--- config.mk ---
export PLATFORM = sky130hd
export DESIGN_NAME = sig_activity_ctrl
export DESIGN_NICKNAME = d
export VERILOG_FILES = /design/src/rtl/sig_activity_pkg.sv /design/src/rtl/sig_activity_chan.sv /design/src/rtl/sig_activity_ctrl.sv
export SDC_FILE = /design/constraint.sdc
export NUM_CORES = 1
export LEC_CHECK = 0
export ABC_AREA = 1
export CAP_MARGIN = 20
export CORE_ASPECT_RATIO = 0.8
export CORE_UTILIZATION = 65
export CTS_BUF_LIST = sky130_fd_sc_hd__clkbuf_8
export DETAILED_ROUTE_END_ITERATION = 7
export DONT_BUFFER_PORTS = 1
export HOLD_SLACK_MARGIN = 0.06
export PLACE_DENSITY_LB_ADDON = 0.15
export SLEW_MARGIN = 10
export SYNTH_ARGS = -nofsm -noshare
export SYNTH_HDL_FRONTEND = slang
export SYNTH_SLANG_ARGS = --single-unit
--- constraint.sdc ---
create_clock -name clk -period 2.7 [get_ports clk]
set_input_delay 0.135 -clock clk [delete_from_list [all_inputs] [get_ports clk]]
set_output_delay 0.135 -clock clk [all_outputs]
set_load 0.005 [all_outputs]
--- src/rtl/sig_activity_pkg.sv ---
// Shared types and default sizes for the signal-activity controller.
// Interrupt logic in the top is enabled with the SIG_ACTIVITY_IRQ_EN macro.
package sig_activity_pkg;

  localparam int N_CH_DEF  = 4;
  localparam int CNT_W_DEF = 16;

  typedef enum logic [1:0] {
    DISABLED = 2'd0,
    LOAD     = 2'd1,
    RUN      = 2'd2
  } state_t;

endpackage

--- src/rtl/sig_activity_chan.sv ---
// One monitored channel: 2-flop synchronizer, history flop, edge detect and
// a retriggerable down-counter whose non-zero value is the activity flag.
module sig_activity_chan
  import sig_activity_pkg::*;
#(
  parameter int CNT_W = CNT_W_DEF
) (
  input  logic             clk,
  input  logic             resetn,
  input  logic             in,
  input  logic [CNT_W-1:0] tmo,
  input  logic             run,
  input  logic             clr,
  output logic             active
);

  logic             sync_p0;
  logic             sync_p1;
  logic             hist_p2;
  logic             edge_det;
  logic [CNT_W-1:0] cnt;
  logic [CNT_W-1:0] cnt_next;

  assign edge_det = sync_p1 ^ hist_p2;
  assign active   = (cnt != '0);

  // Edge reload takes priority, so an edge at cnt==1 or cnt==0 keeps active high.
  always_comb begin
    cnt_next = cnt;
    if (clr || !run) begin
      cnt_next = '0;
    end else if (edge_det) begin
      cnt_next = tmo;
    end else if (cnt != '0) begin
      cnt_next = cnt - CNT_W'(1);
    end
  end

  always_ff @(posedge clk) begin
    if (!resetn) begin
      sync_p0 <= 1'b0;
      sync_p1 <= 1'b0;
      hist_p2 <= 1'b0;
      cnt     <= '0;
    end else begin
      sync_p0 <= in;
      sync_p1 <= sync_p0;
      hist_p2 <= sync_p1;
      cnt     <= cnt_next;
    end
  end

endmodule

--- src/rtl/sig_activity_ctrl.sv ---
// Multi-channel activity monitor with a DISABLED/LOAD/RUN configuration FSM.
// Define SIG_ACTIVITY_IRQ_EN to build the change-pending flags and irq output.
module sig_activity_ctrl
  import sig_activity_pkg::*;
#(
  parameter int N_CH  = N_CH_DEF,
  parameter int CNT_W = CNT_W_DEF
) (
  input  logic             clk,
  input  logic             resetn,
  input  logic [N_CH-1:0]  in,
  input  logic [CNT_W-1:0] cfg_timeout,
  input  logic             cfg_valid,
  output logic             cfg_ready,
  output logic [N_CH-1:0]  active,
  output logic [N_CH-1:0]  status_change,
  output logic             irq,
  input  logic             irq_ack
);

  state_t           state;
  state_t           state_d;
  logic [CNT_W-1:0] tmo_q;
  logic             cfg_take;
  logic             run;
  logic             clr;

  always_comb begin
    state_d  = state;
    cfg_take = 1'b0;
    case (state)
      DISABLED, RUN: begin
        if (cfg_valid && cfg_ready) begin
          cfg_take = 1'b1;
          state_d  = LOAD;
        end
      end
      LOAD:    state_d = (tmo_q != '0) ? RUN : DISABLED;
      default: state_d = DISABLED;
    endcase
  end

  // cfg_ready is registered so it stays low throughout reset.
  always_ff @(posedge clk) begin
    if (!resetn) begin
      state     <= DISABLED;
      tmo_q     <= '0;
      cfg_ready <= 1'b0;
    end else begin
      state     <= state_d;
      cfg_ready <= (state_d != LOAD);
      if (cfg_take) begin
        tmo_q <= cfg_timeout;
      end
    end
  end

  assign run = (state == RUN);
  assign clr = (state == LOAD);

  for (genvar i = 0; i < N_CH; i++) begin : g_chan
    sig_activity_chan #(
      .CNT_W (CNT_W)
    ) u_chan (
      .clk    (clk),
      .resetn (resetn),
      .in     (in[i]),
      .tmo    (tmo_q),
      .run    (run),
      .clr    (clr),
      .active (active[i])
    );
  end

`ifdef SIG_ACTIVITY_IRQ_EN
  logic [N_CH-1:0] active_prev;
  logic [N_CH-1:0] change_pend;
  logic [N_CH-1:0] change_set;

  // A bit that is setting this cycle survives a simultaneous acknowledge.
  assign change_set    = active ^ active_prev;
  assign status_change = change_pend;

  always_ff @(posedge clk) begin
    if (!resetn) begin
      active_prev <= '0;
      change_pend <= '0;
      irq         <= 1'b0;
    end else begin
      active_prev <= active;
      change_pend <= change_set | (change_pend & {N_CH{~irq_ack}});
      irq         <= |change_pend;
    end
  end
`else
  logic ack_unused;

  assign ack_unused    = irq_ack;
  assign status_change = '0;
  assign irq           = 1'b0;
`endif

endmodule

; ---- Word level (Yosys, flattened, before mapping)
; Cells that the tools add are included.
[op_classes]
addsub = 4
n_eq_ne = 3
mux = 13
bitwise_logic = 5
reduce_logical = 15
[op_table]
columns = cell, n
row1 = 16-bit 2-to-1 mux, 8
row2 = 16-bit nonzero test, 5
row3 = "16-bit by 1-bit subtractor with 16-bit output, second input constant", 4
row4 = 2-bit nonzero test, 4
row5 = 2-bit 2-to-1 mux, 2
row6 = 2-bit case mux with 2 select lines, 1
row7 = 2-bit OR reduction, 2
row8 = 1-bit XOR, 4
row9 = "2-bit by 1-bit equality test with 1-bit output, second input constant", 1
row10 = "2-bit equality test, second input constant", 1
row11 = 2-bit logical NOT, 1
row12 = 1-bit 2-to-1 mux, 2
row13 = "2-bit by 1-bit inequality test with 1-bit output, second input constant", 1
row14 = 1-bit logical AND, 1
row15 = 1-bit logical NOT, 1
row16 = 1-bit logical OR, 1
row17 = 1-bit NOT, 1
[word_totals]
ff_bits = 95
in_bits = 24
out_inout_bits = 10
wordCells = 59

; ---- Depth between registers and ports, before layout
; Gate-level depths: netlist of the first run.
[logic_depth]
depth_word = 4
depth_mapped = 11
ltp_nobuf = 11

; ---- Hierarchy
; A second synthesis of the first run with hierarchy kept.
[hier_totals]
cells_unflattened = 855
area_unflattened_um2 = 5680.4
[by_module_without_submodules]
columns = mod, instances, cells_per_inst, area_per_inst_um2, seq_area_each_um2
row1 = sig_activity_chan at g_chan[0].u_chan ..., 3, 196, 1242.4, 380.4
row2 = sig_activity_chan at g_chan[3].u_chan, 1, 196, 1255.0, 380.4
row3 = sig_activity_ctrl, 1, 71, 698.2, 380.4

; ---- Least setup slack after synthesis of the first run
; OpenSTA, ideal clock, no wires.
[synth_timing]
kind = reg-to-reg
from = reg g_chan[1].u_chan.cnt[0]
to = reg g_chan[1].u_chan.cnt[2]
setup_ns = 0.128
arrival_ns = 1.290
t_required_ns = 2.572
path_slack_ns = 1.282
stages_incl_launch_ff = 10
path_buffers = 0
period_less_slack_ns = 1.418
cell_sequence = dfxtp_1 inv_1 ha_1 nand3_4 nor2_4 nand4_4 nand2_4 nor2_1 nor2_1 nor2_1
[synth_between]
word_cells_on_any_way = 5
classes_between = add/sub (1) / mux (2) / reduce/logical (2)
[synth_rtl]
columns = item, line_no
row1 = "start, declared", sig_activity_chan.sv:21  ; logic [CNT_W-1:0] cnt;
row2 = "start signal, assigned", sig_activity_chan.sv:49  ; cnt <= cnt_next;
row3 = 16-bit nonzero test, -
row4 = via g_chan[1].u_chan.active, sig_activity_chan.sv:14  ; output logic active
row5 = 2-bit nonzero test (no source line), -
; The timed path passes the listed nets, and every way through them passes these cells. The select of a mux whose other input is x is not followed.
; A chain may end at the register's enable or synchronous reset.

; ---- Worst setup path in the final report of the first run
[layout_timing]
from = reg g_chan[3].u_chan.hist_p2
to = reg g_chan[3].u_chan.cnt[8]
[layout_between]
elab_chain_len = 2
word_cells_on_any_way = 3
classes_between = mux (1) / bitwise (1) / reduce/logical (1)
[layout_lines]
columns = item, line_no
row1 = "start, declared", sig_activity_chan.sv:19  ; logic hist_p2;
row2 = "start signal, assigned", sig_activity_chan.sv:48  ; hist_p2 <= sync_p1;
row3 = 1-bit XOR *, sig_activity_chan.sv:24  ; assign edge_det = sync_p1 ^ hist_p2;
row4 = 16-bit 2-to-1 mux / 2-bit nonzero test (equally long branches), -
row5 = "end signal, assigned", sig_activity_chan.sv:49
row6 = "end, declared", sig_activity_chan.sv:21
; Mark *: on every way between the ends. The rest lies on a longest branch, timed or not.

==> results of run 1 <==
## synth_stat cells, types with 7 or more instances
library cell and n:
nand2_1 264, nor2_1 153, dfxtp_1 95, inv_1 92, nand3_1 46, a21oi_1 41, o21ai_0 30, xor2_1 15
buf_4 14, nor2_2 9, nor3_1 8, inv_2 7, nand4_1 7
## state kept, by name (all words and copies together) (netlist names)
signal	cells
tmo_q	16
g_chan.u_chan.cnt	64
g_chan.u_chan.hist_p2	4
state	2
g_chan.u_chan.sync_p0	4
g_chan.u_chan.sync_p1	4
cfg_ready	1
## worst max-delay path by stage
stage,slack (ns),from,to
2_1_floorplan,1.28,g_chan[1].u_chan.cnt[0],g_chan[1].u_chan.cnt[2]
3_3_place_gp,1.03,g_chan[3].u_chan.sync_p1,g_chan[3].u_chan.cnt[7]
3_5_place_dp,0.94,g_chan[3].u_chan.hist_p2,g_chan[3].u_chan.cnt[5]
4_1_cts,0.92,g_chan[3].u_chan.hist_p2,g_chan[3].u_chan.cnt[8]
5_1_grt,0.78,g_chan[3].u_chan.hist_p2,g_chan[3].u_chan.cnt[8]
6_report,0.89,g_chan[3].u_chan.hist_p2,g_chan[3].u_chan.cnt[8]
## worst register-to-register path, cell delays in order, from the launching register on
cell     delay, ns
dfxtp_1       0.34
inv_1         0.05
or2_1         0.20
nand2_1       0.34
inv_2         0.19
nand2_1       0.27
inv_2         0.13
nand2_1       0.10
a21oi_1       0.07
## cells by family after synthesis
family | synth area share (%)
and+or+nand+nor | 40.7
buffers and inverters | 10.3
DFF | 36.3
AOI/OAI and AO/OA | 7.62
xor gates and xnor gates | 4.04
adders and majority gates | 0.956
other | 0.0716
## cell type report
cell class                 instances  area (sq um)
clock buffer                      10           138
clock inverter                     6          68.8
fill                             629          1940
inverter                          99           372
multi-input combinational        615          2820
sequential                        95          1900
tap                              105           131
timing repair buffer              24           233
## per-stage QoR
stage / hold slack [ns] / power [mW] / setup slack, ns / utilization [%]
after detailed placement: 0.234 / 1.71 / 0.939 / 69.0
after CTS: 0.0635 / 2.69 / 0.920 / 74.4
after global routing: 0.0777 / 2.79 / 0.779 / 74.4
final: 0.0792 / 2.70 / 0.888 / 74.4
after floorplan: 0.233 / 1.67 / 1.28 / -
after global placement: 0.235 / 1.70 / 1.03 / 69.0
## layer usage
| metal | vias up | wire length (um) | track usage [%] |
|---|---|---|---|
| met4 | 0 | 353 | 12.6 |
| met3 | 35 | 1090 | 4.97 |
| li1 | 2577 | - | - |
| met5 | - | 0 | 0 |
| met2 | 230 | 6070 | 55.2 |
| met1 | 2365 | 5740 | 43.6 |
## report_power, final
part	internal [mW]	switching, mW	leakage (nW)	total (mW)
sequential	1.42	0.0332	0.769	1.46
combinational	0.0881	0.170	1.89	0.258
clock	0.459	0.525	0.103	0.984
total	1.97	0.728	2.77	2.70
==> results.ini, run 1 <==
[routing]
num_vias = 5207
firstDrtPassIters = 6
avgViaCountPerCell = 5.46
wire_per_inst_um = 13.9
drt_iter0_drc = 524
drc = 0
ant_nets = 0
wl_um = 13300

[sta]
max_slew_margin_pct = 51.3
worstMarginPinSlew_ns = 0.728
fin_crit_sh_pct = 67.1
rsz0062_at_grt = false
fin_crit_ns = 1.81
hold_violations = 0
setup_tns_ns = 0
skew_ns = 0.0125
slew_violations = 0
setup_viol = 0
fmax_mhz = 552

[job]
maxCapViolCount = 0

[cts]
clock_latency_ns = 0.37
clk_path_buf_depth = 2
numClockSinks = 95
cts_tree = done
clk_pin_slew_ns = 0.10
htree_num_levels = 3
cts_setup_buffers = 0
ctsResizeCount = 0
cts_root_buf = clkbuf_8
cts_inserted_buffers = 9
cts_hold_buf = 21

[synthesis]
synth.area.top_cells = dfxtp_1, nand2_1, nor2_1
synth-async-reset-ratio_pct = 0
ys_seq_area_share_pct = 36.3
synth_largest_area_cell = dfxtp_1
synth_area_sq_mm = 0.00524
ys_seq_elements = 95
synth_edf_count = 0
synthCells = 830
avgSynthCellArea_sq_um = 6.31
synth_warnings = 0
ys.flop_type = dfxtp_1
netlist.area_leader.share_pct = 36.3
synth_cell_types = 35

[worst_setup_path]
cp.required_ns = 2.94
slowest_stage = dfxtp_1
startpoint_type = flip-flop
reg2reg_depth = 8
cp_cell_sequence = inv_1, or2_1, nand2_1, inv_2, nand2_1, inv_2, nand2_1, a21oi_1
critical_path.top_delay_family = simple AND/OR/NAND/NOR gates
crit_top_cell = nand2_1
reg2reg_from = g_chan[3].u_chan.hist_p2
worstSetupPathType = reg -> reg
crit_buf_inv = 3
crit_cells = 8
crit_arrival_ns = 2.05
max_stage_delay_ns = 0.34
r2r_slack_ns = 0.89
r2r-end = g_chan[3].u_chan.cnt[8]
crit_path_end_kind = flip-flop
critPathMaxFanout = 12

[die]
die_area_sq_mm = 0.00842
die_w_um = 102
rows = 28
start_util_pct = 68.9
die_h_um = 82.3
num_io_pins = 34
core_area_sq_mm = 0.00760

[final_layout]
area_delta_synth_final_pct = 8.05
num_antenna_cells = 0
final_cells = 954
final_common_cell = nand2_1
nets = 872
most-common-layout-cells = nand2_1, nor2_1, dfxtp_1, inv_1, nand3_1
drive_gt1_share_pct = 5.89
stdcell_area_sq_mm = 0.00566

[worst_hold_path]
min_delay_path_depth = 3
hold_path_startpoint = cfg_valid
hp-class = in -> reg
min_to = state[1]

[grt]
grt_max_degree = 36
antenna_found_initial = 0
grt_pass1_vias = 4643
grt_pass1_wl_um = 21300
grt_usage_pct = 33.1
grt-ovfl-total = 0

[pwr]
ir_worst_vdd_v = 0.000426
p_per_area_mw_per_mm2 = 477
p_leak_nw = 2.77

[place]
portBuffers = 0
hpwl_um = 9090
placed_cells = 917
gp_congestion = 0.919
place_area_sq_mm = 0.00524

[outcome]
outcome = completed

Note: power is estimated with default switching activity, not from simulation.
==> run 2: changes to the inputs <==
--- a/config.mk
+++ b/config.mk
@@ -8,7 +8,7 @@
 export ABC_AREA = 1
 export CAP_MARGIN = 20
 export CORE_ASPECT_RATIO = 0.8
-export CORE_UTILIZATION = 65
+export CORE_UTILIZATION = 60
 export CTS_BUF_LIST = sky130_fd_sc_hd__clkbuf_8
 export DETAILED_ROUTE_END_ITERATION = 7
 export DONT_BUFFER_PORTS = 1
==> constraint.sdc (replaced) <==
create_clock -name clk -period 1.5 [get_ports clk]
set_input_delay 0.075 -clock clk [delete_from_list [all_inputs] [get_ports clk]]
set_output_delay 0.075 -clock clk [all_outputs]
set_load 0.005 [all_outputs]
==> results.ini, run 2 (synthesized netlist as in run 1, its figures left out) <==
[outcome]
outcome = complete, but fails checks
violations = negative setup slack

[final_layout]
area_delta_synth_final_pct = 23.2
nFillCells = 635  ; +0.95%
final_core_utilization_pct = 76.1  ; +1.6 points
drive_gt1_share_pct = 19.6  ; +14 points
final_common_cell = nand2_1
largest_register_ff_count = 64  ; unchanged
num_antenna_cells = 0  ; unchanged
regMostFlops = g_chan.u_chan.cnt
final_cells = 1003  ; +5.1%
most-common-layout-cells = nand2_1, nor2_1, dfxtp_1, inv_1, nand3_1
reg_top3 = g_chan.u_chan.cnt: 64 flops, tmo_q: 16 flops
nets = 914  ; +4.8%

[place]
portBuffers = 0  ; unchanged
hpwl_um = 9740  ; +7.1%
gp_congestion = 0.959  ; +4.4%
placed_cells = 950  ; +3.6%

[sta]
timing.final.ws_setup_ns = -0.0569  ; -0.945 ns
fin_crit_ns = 1.56
worstMarginPinSlew_ns = 0.577  ; -0.151 ns
hold_violations = 0  ; unchanged
rsz0062_at_grt = true
fmax_mhz = 642
setup_viol = 1  ; +1
fin_crit_sh_pct = 104
slew_violations = 0  ; unchanged
max_slew_margin_pct = 61.5  ; +10 points
skew_ns = 0.0125  ; -0.0000473 ns

[die]
start_util_pct = 61.7  ; -7.2 points
die_area_sq_mm = 0.00911  ; +8.1%
core_area_sq_mm = 0.00848  ; +12%
rows = 30  ; +7.1%
die_h_um = 85.6  ; +4.0%
die_w_um = 106  ; +4.0%
num_io_pins = 34  ; unchanged

[routing]
wire_per_inst_um = 15.0  ; +7.8%
drc = 0  ; unchanged
num_vias = 5486  ; +5.4%
firstDrtPassIters = 5  ; -1
ant_nets = 0  ; unchanged
drt_iter0_drc = 478  ; -8.8%
avgViaCountPerCell = 5.47  ; +0.21%
wl_um = 15000  ; +13%

[cts]
numClockSinks = 95  ; unchanged
clock_latency_ns = 0.38  ; about the same
cts_root_buf = clkbuf_8
clk_pin_slew_ns = 0.09  ; about the same
cts_inserted_buffers = 9  ; unchanged
cts_tree = done
htree_num_levels = 3  ; unchanged
clk_path_buf_depth = 2  ; unchanged

[worst_setup_path]
startpoint_type = flip-flop
critPathMaxFanout = 2  ; -10
crit_arrival_ns = 1.48  ; -0.57 ns
setup.worst_path.start = g_chan[1].u_chan.cnt[0]
crit_path_end_kind = primary output
worstSetupPathType = reg -> out
cp.required_ns = 1.42  ; -1.52 ns
reg2reg_from = g_chan[2].u_chan.cnt[0]

[pwr]
p_per_area_mw_per_mm2 = 750  ; +57%
power_mw = 4.84  ; +79%
ir_worst_vdd_v = 0.000709  ; +66%
p_leak_nw = 3.12  ; +13%

[grt]
antenna_found_initial = 0  ; unchanged
grt_usage_pct = 32.4  ; -0.72 points
grt_max_degree = 33  ; -8.3%
grt_pass1_vias = 5057  ; +8.9%
grt_pass1_wl_um = 23300  ; +9.5%
grt-ovfl-total = 0  ; unchanged

[worst_hold_path]
hold_path_startpoint = resetn
hp-class = in -> reg

[job]
maxCapViolCount = 0  ; unchanged

==> run 2: changes by cell type in the layout (fill, tap and decap cells not counted), moves of 11 or more <==
cell     previous run  this run
nand2_4             1        12
nand2_1           264       247
buf_4               3        33
a21oi_2             1        12
nor2_1            153       133
inv_1              92        78
a21oi_1            41        30
nor2_4              3        16
==> run 2: worst paths after layout <==
path | endpoint | slack [ns] | cells past startpoint
min | g_chan[1].u_chan.cnt[0] | 0.09 | 3
min reg2reg | g_chan[1].u_chan.sync_p1 | 0.43 | 2
max reg2reg | g_chan[2].u_chan.cnt[8] | 0.03 | 10
max | active[1] | -0.06 | 7
==> run 2: critical path: stages (launching register included) <==
cell,delay [ns]
dfxtp_2,0.34
inv_2,0.07
ha_4,0.14
nand3_4,0.08
nor2_4,0.12
nand4_4,0.10
buf_6,0.14
buf_6,0.10
==> run 2: per-stage QoR <==
stage                     TNS, ns  worst slack (ns)  hold slack (ns)  area [sq um]
after floorplan                 0            0.0824            0.173          5250
after global placement          0            0.0413            0.174          5480
after detailed placement   -0.172           -0.0498            0.175          5480
after CTS                 -0.0628           -0.0621           0.0784          6060
after global routing        -1.03            -0.101           0.0929          6450
final                     -0.0569           -0.0569           0.0895          6450
==> run 2: final cells by class <==
cell class	count	area [sq um]	share of cell area [%]
Multi-Input combinational cell	615	3210	49.7
Sequential cell	95	1910	29.6
Timing Repair Buffer	64	612	9.48
Inverter	99	385	5.97
Tap cell	112	140	2.17
Clock buffer	10	138	2.13
Clock inverter	6	43.8	0.679
Timing Repair inverter	2	15.0	0.233
==> run 2: report_power, final <==
group / total, mW / internal (mW) / switching, mW
registers: 2.63 / 2.56 / 0.0645
clock network: 1.62 / 0.657 / 0.962
logic: 0.594 / 0.232 / 0.362
==> run 2: what timing repair did <==
item | 4_1_cts | 5_1_grt
setup endpoints to repair | 16 | 76
buffers inserted | 10 | 3
gates resized for setup | 32 | 96
hold endpoints to repair | 31 | 0
gates cloned | 0 | 3
hold buffers | 22 | 0
pin swaps | 10 | 20
==> run 2: layer usage <==
metal  routed length (um)  vias up  track usage [%]
met1                 6400     2524             42.9
met3                 1030       38             6.23
met2                 7230      245             53.0
met5                    0        -                0
met4                  356        0             11.8
li1                     -     2679                -
==> run 3: changes to the inputs <==
--- a/config.mk
+++ b/config.mk
@@ -13,6 +13,7 @@
 export DETAILED_ROUTE_END_ITERATION = 7
 export DONT_BUFFER_PORTS = 1
 export HOLD_SLACK_MARGIN = 0.06
+export MAX_ROUTING_LAYER = met4
 export PLACE_DENSITY_LB_ADDON = 0.15
 export SLEW_MARGIN = 10
 export SYNTH_ARGS = -nofsm -noshare
==> results.ini, run 3 (synthesized netlist as in run 1, its figures left out) <==
[pwr]
p_leak_nw = 3.09  ; -1.2%
p_per_area_mw_per_mm2 = 773  ; +3.1%
power_mw = 4.92  ; +1.7%
ir_worst_vdd_v = 0.000677  ; -4.5%

[cts]
numClockSinks = 95  ; unchanged
cts_inserted_buffers = 9  ; unchanged
clock_latency_ns = 0.39  ; about the same
clk_pin_slew_ns = 0.10  ; about the same
cts_tree = done
clk_path_buf_depth = 2  ; unchanged
htree_num_levels = 3  ; unchanged
cts_root_buf = clkbuf_8

[sta]
fin_crit_sh_pct = 101  ; -2.5 points
max_slew_margin_pct = 61.8  ; +0.27 points
setup_viol = 2  ; +1
worstMarginPinSlew_ns = 0.573  ; -0.00406 ns
rsz0062_at_grt = true
fmax_mhz = 658  ; +2.5%
slew_violations = 0  ; unchanged
hold_violations = 0  ; unchanged
fin_crit_ns = 1.52  ; -0.0377 ns
whs_ns = 0.135  ; +0.0453 ns
timing.final.ws_setup_ns = -0.0192  ; +0.0377 ns
skew_ns = 0.0159  ; +0.00344 ns

[worst_setup_path]
reg2reg_from = g_chan[2].u_chan.cnt[2]
r2r-end = g_chan[2].u_chan.cnt[10]
crit_top_cell = nor2_4
critical_path.top_delay_family = simple AND/OR/NAND/NOR gates
reg2reg_depth = 9  ; -1
startpoint_type = flip-flop
max_stage_delay_ns = 0.34  ; about the same
crit_path_end_kind = primary output
r2r_slack_ns = 0  ; -0.03 ns
slowest_stage = dfxtp_2
crit_arrival_ns = 1.44  ; -0.04 ns
worstSetupPathType = reg -> out
cp.required_ns = 1.42  ; about the same
cp_cell_sequence = inv_2, ha_4, inv_4, nor2_4, nand3_4, nor2_4, nand3_2
critPathMaxFanout = 2  ; unchanged
crit_buf_inv = 2  ; -1

[routing]
drc = 0  ; unchanged
ant_nets = 0  ; unchanged
wire_per_inst_um = 15.1  ; +0.68%
drt_iter0_drc = 527  ; +10%
firstDrtPassIters = 5  ; unchanged
avgViaCountPerCell = 5.49  ; +0.28%
wl_um = 15200  ; +0.98%
num_vias = 5518  ; +0.58%

[final_layout]
final_core_utilization_pct = 75.0  ; -1.0 points
most-common-layout-cells = nand2_1, nor2_1, dfxtp_1, inv_1, buf_4
area_delta_synth_final_pct = 21.5
regMostFlops = g_chan.u_chan.cnt
final_cells = 1006  ; +0.30%
reg_top3 = g_chan.u_chan.cnt: 64 flops, tmo_q: 16 flops
largest_register_ff_count = 64  ; unchanged
drive_gt1_share_pct = 18.0  ; -1.6 points
num_antenna_cells = 0  ; unchanged
nets = 917  ; +0.33%
nFillCells = 633  ; -0.31%
final_common_cell = nand2_1
stdcell_area_sq_mm = 0.00637  ; -1.4%

[grt]
grt-ovfl-total = 0  ; unchanged
grt_usage_pct = 33.8  ; +1.4 points
antenna_found_initial = 0  ; unchanged
grt_pass1_wl_um = 23600  ; +1.2%
grt_pass1_vias = 4989  ; -1.3%
grt_max_degree = 65  ; +97%

[die]
core_area_sq_mm = 0.00848  ; unchanged
num_io_pins = 34  ; unchanged
die_w_um = 106  ; unchanged
start_util_pct = 61.7  ; unchanged
die_h_um = 85.6  ; unchanged
die_area_sq_mm = 0.00911  ; unchanged
rows = 30  ; unchanged

[place]
gp_congestion = 0.975  ; +1.7%
hpwl_um = 9410  ; -3.3%
placed_cells = 949  ; -0.11%
portBuffers = 0  ; unchanged
place_area_sq_mm = 0.00546  ; -0.37%

[outcome]
violations = negative setup slack
outcome = complete, but fails checks

[worst_hold_path]
min_delay_path_depth = 3  ; unchanged
hold_path_startpoint = resetn
min_to = g_chan[1].u_chan.cnt[0]
hp-class = in -> reg

[job]
maxCapViolCount = 0  ; unchanged

[run 3: changes by cell type in the layout (fill, tap and decap cells not counted), sizes merged]
cell	before	now
clkbuf	11	9
clkinvlp	4	6
inv	100	102
clkinv	3	0
buf	41	45
[run 3: worst max path at each step]
stage	cells after the start	slack [ns]	from	to
finish	7	-0.02	g_chan[2].u_chan.cnt[0]	active[2]
global route	7	-0.09	g_chan[2].u_chan.cnt[0]	active[2]
CTS	7	-0.004	g_chan[2].u_chan.cnt[1]	active[2]
detailed placement	9	-0.07	g_chan[1].u_chan.cnt[0]	g_chan[1].u_chan.cnt[13]
global placement	9	0.05	g_chan[1].u_chan.cnt[0]	g_chan[1].u_chan.cnt[8]
floorplan	9	0.08	g_chan[1].u_chan.cnt[0]	g_chan[1].u_chan.cnt[7]
[run 3: power by group]
group	internal (mW)	total, mW	switching (mW)
Combinational	0.229	0.589	0.359
Clock	0.656	1.72	1.06
Sequential	2.57	2.62	0.0544
Total	3.45	4.92	1.47
[run 3: cell type report]
class / count / area (sq um) / area share, %
clock buffers: 9 / 124 / 1.95
clock inverters: 7 / 67.6 / 1.06
inverters: 99 / 393 / 6.17
multi-input cells: 615 / 3110 / 48.9
flip-flops and latches: 95 / 1910 / 30.0
well taps: 112 / 140 / 2.20
repair buffers: 67 / 604 / 9.49
repair inverters: 2 / 15.0 / 0.236
[run 3: routing by layer]
metal | vias to the layer above | part of all wire, % | GRT usage [%]
met1 | 2512 | 42 | 43.6
met2 | 270 | 46 | 53.4
li1 | 2684 | - | -
met4 | 0 | 2.9 | 11.3
met3 | 52 | 9.0 | 6.69
met5 | - | 0 | -
[run 3: metrics by stage]
stage | TNS (ns) | setup slack [ns]
after global placement | 0 | 0.0501
after floorplan | 0 | 0.0824
final | -0.0195 | -0.0192
after CTS | -0.00446 | -0.00446
after global routing | -0.758 | -0.0908
after detailed placement | -0.553 | -0.0683
[run 3: worst register-to-register path, stage by stage, from the launching register on]
cell,delay [ns]
dfxtp_1,0.41
nor2_2,0.26
nand2_8,0.10
nor2_2,0.20
nand2_1,0.10
nand2_1,0.07
nand2_1,0.05
nor2_1,0.10
nor2_1,0.06
nor2_1,0.08
[run 3: timing repair]
action	CTS	global route
pin swaps	10	24
endpoints found under the hold margin	31	0
gates cloned	0	2
resized for setup	29	78
setup endpoints to repair	27	72
setup buffers	11	8
hold buffers	22	0
